**config.mk**
```make
export PLATFORM = sky130hd
export DESIGN_NAME = loproc_mul_seq
export DESIGN_NICKNAME = d
export VERILOG_FILES = /design/src/rtl/loproc_mul_seq.sv
export SDC_FILE = /design/constraint.sdc
export NUM_CORES = 1
export LEC_CHECK = 0
export CAP_MARGIN = 20
export CORE_MARGIN = 3
export CORE_UTILIZATION = 50
export DETAILED_ROUTE_END_ITERATION = 8
export DONT_BUFFER_PORTS = 1
export SLEW_MARGIN = 25
export SYNTH_ARGS = -nofsm -noshare
export SYNTH_HDL_FRONTEND = slang
export SYNTH_SLANG_ARGS = --single-unit
```
**constraint.sdc**
```tcl
create_clock -name mul_clk -period 6.9 [get_ports mul_clk]
set_input_delay 0.345 -clock mul_clk [delete_from_list [all_inputs] [get_ports mul_clk]]
set_output_delay 0.345 -clock mul_clk [all_outputs]
set_load 0.01 [all_outputs]
```
**src/rtl/loproc_mul_seq.sv**
```systemverilog
// loproc_mul_seq: sequential add-and-shift multiplier that visits only the set
// bits of the multiplier magnitude, with unsigned/signed/mixed modes and
// valid/ready handshakes on both operand and product sides.
module loproc_mul_seq #(
  parameter int DATA_WIDTH = 32
) (
  input  logic                  mul_clk,
  input  logic                  mul_rst,
  input  logic [DATA_WIDTH-1:0] in1,
  input  logic [DATA_WIDTH-1:0] in2,
  input  logic [1:0]            mode,
  input  logic                  valid_in,
  output logic                  ready_out,
  output logic [DATA_WIDTH-1:0] out_l,
  output logic [DATA_WIDTH-1:0] out_h,
  output logic                  valid_out,
  input  logic                  ready_in,
  output logic                  busy,
  output logic [1:0]            dbg_state_o
);

  localparam int DATA_LOG2 = $clog2(DATA_WIDTH);
  localparam int PW        = 2 * DATA_WIDTH;

  // Handshake: an operand transfer happens on an edge where valid_in & ready_out,
  // a product transfer on an edge where valid_out & ready_in. Once valid_out is
  // raised it and the product stay unchanged until that product transfer.

  typedef enum logic [1:0] {
    IDLE = 2'd0,
    CALC = 2'd1,
    FIX  = 2'd2,
    DONE = 2'd3
  } state_t;

  state_t              state_q, state_d;
  logic [DATA_WIDTH-1:0] mag1_q, mag1_d;
  logic [DATA_WIDTH-1:0] mag2_q, mag2_d;
  logic                  neg_q, neg_d;
  logic [PW-1:0]         acc_q, acc_d;
  logic [DATA_WIDTH-1:0] out_l_q, out_l_d;
  logic [DATA_WIDTH-1:0] out_h_q, out_h_d;

  // Operand conditioning: which inputs are signed, their magnitudes and product sign.
  logic                  sgn1, sgn2;
  logic                  neg1, neg2;
  logic [DATA_WIDTH-1:0] mag_in1, mag_in2;
  logic [DATA_LOG2-1:0]  idx;
  logic [PW-1:0]         addend;
  logic [DATA_WIDTH-1:0] mag2_clr;
  logic [PW-1:0]         fixed;

  // Magnitudes: two's complement negate when the operand is signed and negative;
  // the most negative value maps onto 2^(DATA_WIDTH-1), which still fits unsigned.
  always_comb begin
    sgn1    = (mode == 2'b01) || (mode == 2'b10);
    sgn2    = (mode == 2'b01);
    neg1    = sgn1 & in1[DATA_WIDTH-1];
    neg2    = sgn2 & in2[DATA_WIDTH-1];
    mag_in1 = neg1 ? (~in1 + 1'b1) : in1;
    mag_in2 = neg2 ? (~in2 + 1'b1) : in2;
  end

  // Priority encoder: index of the lowest set bit of the remaining multiplier.
  always_comb begin
    idx = '0;
    for (int i = DATA_WIDTH - 1; i >= 0; i--) begin
      if (mag2_q[i]) idx = DATA_LOG2'(i);
    end
  end

  // Datapath for one accumulate step and the final sign fix-up.
  always_comb begin
    addend   = {{DATA_WIDTH{1'b0}}, mag1_q} << idx;
    mag2_clr = mag2_q & ~({{(DATA_WIDTH-1){1'b0}}, 1'b1} << idx);
    fixed    = neg_q ? ({PW{1'b0}} - acc_q) : acc_q;
  end

  // Next-state and register-update logic.
  always_comb begin
    state_d = state_q;
    mag1_d  = mag1_q;
    mag2_d  = mag2_q;
    neg_d   = neg_q;
    acc_d   = acc_q;
    out_l_d = out_l_q;
    out_h_d = out_h_q;
    case (state_q)
      IDLE: begin
        if (valid_in) begin
          mag1_d = mag_in1;
          mag2_d = mag_in2;
          neg_d  = neg1 ^ neg2;
          acc_d  = '0;
          if ((in1 == '0) || (in2 == '0)) begin
            out_l_d = '0;
            out_h_d = '0;
            state_d = DONE;
          end else begin
            state_d = CALC;
          end
        end
      end
      CALC: begin
        acc_d  = acc_q + addend;
        mag2_d = mag2_clr;
        if (mag2_clr == '0) state_d = FIX;
      end
      FIX: begin
        out_l_d = fixed[DATA_WIDTH-1:0];
        out_h_d = fixed[PW-1:DATA_WIDTH];
        state_d = DONE;
      end
      DONE: begin
        if (ready_in) state_d = IDLE;
      end
      default: state_d = IDLE;
    endcase
  end

  // State and datapath registers with synchronous reset.
  always_ff @(posedge mul_clk) begin
    if (mul_rst) begin
      state_q <= IDLE;
      mag1_q  <= '0;
      mag2_q  <= '0;
      neg_q   <= 1'b0;
      acc_q   <= '0;
      out_l_q <= '0;
      out_h_q <= '0;
    end else begin
      state_q <= state_d;
      mag1_q  <= mag1_d;
      mag2_q  <= mag2_d;
      neg_q   <= neg_d;
      acc_q   <= acc_d;
      out_l_q <= out_l_d;
      out_h_q <= out_h_d;
    end
  end

  // Status outputs decoded from the registered state.
  always_comb begin
    ready_out   = (state_q == IDLE);
    valid_out   = (state_q == DONE);
    busy        = (state_q == CALC) || (state_q == FIX);
    out_l       = out_l_q;
    out_h       = out_h_q;
    dbg_state_o = state_q;
  end

endmodule

```
==> results.txt <==
status: complete, no violations
total number of yosys warnings: 0
Routed WL per cell: 19.9 um
Post-synth EDFFs: 0
final period utilization: 93.1%
initial antenna violation count: 0
Cell Rows: 63
Post-Route WL: 46.8 mm
endpoints failing setup: 0
CTS clk-pin slew, worst paths: 80 ps
Syn-to-layout area delta: 6.01%
Slew @ Worst Pin: 1100 ps
largest net degree at the start of global routing: 114
Seq/Total Area, Yosys: 25.4%
async set-reset flop share out of synthesis: 0%
Clock Path Buffers: 2
worst-skew pair later-pin latency: 450 ps
vias per cell: 6.27
# fillers: 2927
Largest stage delay, worst path: 470 ps
initial detailed-routing violation count: 1128
min cycle time layout: 6420 ps
Final ANT Viol Nets: 0
RSZ-0062 raised after global routing: false
first-pass GRT wire length: 75.1 mm
via count: 14695
H-tree levels: 4
worst setup margin: 477 ps
CP max-delay cell: nor3_1
IO Port Bufs: 0
placer congestion estimate: 1.01
CP Launch Type: flip-flop
Final Instance Count excl. Fillers: 2345
starting density of the core: 51.4%
Max-Cap Viols: 0
antenna cells: 0
WP data arrival: 6760 ps
CTS root buf: clkbuf_16
clk sink count: 195
Final nets: 2092
pre-CTS setup slack: 459 ps
Layout Skew: 16.6 ps
worst hold margin: 28.4 ps
pwr/cell area: 607 nW/um^2
Hold Violations, Final: 0
Main synth FF type: dfxtp_1
share of post-route cells with drive strength above 1: 4.71%
placed cell count: 2310
worst path cell trace: nor2_1, a221o_1, a221oi_1, a211oi_1, o22a_4, mux2i_1, mux2i_1, mux2i_1, mux2i_1, a22o_1, ha_1, and2_1, and4_1, a221oi_1, o21ai_0, a32oi_1, a21oi_1, nor3_1, o21ai_1, a311oi_1, o21ai_1, xor2_1, a22o_1
CTS Buf Count: 17
Slew Limit Fails: 0
die area: 32900 um^2
Tightest Hold Check Type: input pin to flip-flop
First-pass DRT Iterations: 7
vias in the first global route: 13990
post-synthesis cell type count: 75
GRT Util Overall: 27.6%
Net Count, Synth: 2157
post-synthesis cell area: 15400 um^2
FMAX: 156 MHz
crit path max fanout: 35
Static Leak: 0.00687 uW
Crit. End Element: flip-flop
Tot Pwr: 9900 uW
average cell area after synthesis: 7.67 um^2
CP most frequent cell: mux2i_1
# DRC: 0
Slew Limit Headroom: 26.3%
number of setup buffers added after CTS: 0
Mapped Cells: 2007
core area: 30000 um^2
critical path class: flip-flop to flip-flop
Seq cells post-synth: 195
peak supply drop: 0.303 mV
Die H: 181 um
CTS tree: yes
setup_tns: 0 ps
global route total overflow: 0
Die Width: 181 um
Ports: 139
Final HPWL DP: 35.0 mm
Worst Path Required: 7230 ps
[power breakdown]
| group | switching, uW | internal [uW] | leakage, uW |
|---|---|---|---|
| combinational | 4600 | 2680 | 0.00500 |
| sequential | 297 | 1310 | 0.00158 |
| clock | 493 | 528 | 0.000281 |
| total | 5390 | 4510 | 0.00687 |
[flip-flops by register name, indices dropped and copies added, names as in the netlist]
register and cells:
acc_q 64, mag1_q 32, mag2_q 32, out_h 32, out_l 32, dbg_state_o 2, neg_q 1
[cell usage in the layout (no fill, tap or decap), types with 9 or more instances in the layout]
cell type  synthesis  routed
a211oi_1          28      28
a21o_1            38      38
a21oi_1          122     122
a22o_1            29      29
a22oi_1          112     112
a311oi_1          12      12
a31oi_1           14      14
and2_1            27      25
and3_1            10       9
buf_4              0      31
clkbuf_16          0      17
dfxtp_1          195     194
ha_1              79      79
inv_1             34      34
mux2i_1          108     108
nand2_1          170     170
nand2b_1          20      20
nand3_1           27      27
nand4_1           13      13
nor2_1           268     266
nor2b_1           20      20
nor3_1            33      33
nor4_1            23      23
o21a_1            14      14
o21ai_0          133     133
o21ai_1           13      12
o31ai_1           35      35
o41ai_1           16      16
or3_1             29      29
or4_1             16      16
xnor2_1          122     122
xor2_1            47      47
[critical path, delay by kind of cell (launching register included)]
family                   cells  cell delay [ps]
adder cells (fa/ha/maj)      1              310
AND/OR/NAND/NOR              4              950
XOR/XNOR                     1              160
multiplexers                 4              960
flip-flops                   1              440
AO/OA/AOI/OAI               13             3460
[timing repair]
item,4_1_cts,5_1_grt
resized for setup,0,2
setup endpoints to repair,0,5
hold buffers,3,0
endpoints found under the hold margin,113,0
[worst paths after layout]
check | start | slack [ps] | depth (start not counted) | end
worst max-delay path | mag2_q[29]$_SDFFE_PP0P_ | 480 | 23 | acc_q[56]$_SDFFE_PP0P_
worst min-delay path | in1[0] | 30 | 2 | mag1_q[0]$_SDFFE_PP0P_
worst max register to register | mag2_q[29]$_SDFFE_PP0P_ | 480 | 23 | acc_q[56]$_SDFFE_PP0P_
worst min register to register | acc_q[63]$_SDFFE_PP0P_ | 490 | 2 | acc_q[63]$_SDFFE_PP0P_
[metal layers]
layer	vias to the layer above	GRT usage [%]	routed length, um
met5	-	0	0
met4	0	7.43	982
met3	68	4.55	2960
met2	513	43.5	20400
met1	6885	39.2	22500
li1	7229	-	-
[layout make-up]
class	instances	area, um^2	area share (%)
clock buffer	21	460	2.82
tap	390	488	2.99
inverter	36	135	0.828
clock inverter	11	115	0.706
sequential	195	3910	23.9
timing repair buffer	34	285	1.75
multi-input combinational	1658	10900	67.0
[kinds of logic after synthesis]
| logic type | synth area share (%) |
|---|---|
| AOI/OAI and AO/OA | 27.0 |
| xor gates and xnor gates | 9.62 |
| adders and majority gates | 6.55 |
| buffers and inverters | 3.84 |
| DFF | 25.4 |
| muxes | 7.17 |
| and+or+nand+nor | 20.5 |
[synthesized netlist by cell type, drive strengths merged (34+ instances only)]
| cell type | count | share of area [%] |
|---|---|---|
| nor2 | 268 | 6.5 |
| dfxtp | 195 | 25 |
| nand2 | 170 | 4.1 |
| o21ai | 146 | 4.7 |
| a21oi | 122 | 4.0 |
| xnor2 | 122 | 6.9 |
| a22oi | 113 | 5.5 |
| mux2i | 108 | 7.0 |
| clkbuf | 89 | 2.2 |
| ha | 79 | 6.4 |
| xor2 | 47 | 2.7 |
| a21o | 38 | 1.9 |
| o31ai | 36 | 1.8 |
| inv | 35 | 0.85 |
| nor3 | 34 | 1.1 |
[per-stage QoR]
stage | instance area (um^2) | util (%)
6_report | 16300 | 54.5
5_1_grt | 16300 | 54.5
4_1_cts | 16300 | 54.4
3_5_place_dp | 15700 | 52.3
3_3_place_gp | 15700 | 52.3
2_1_floorplan | 15400 | -
(Power assumes the default switching activity.)
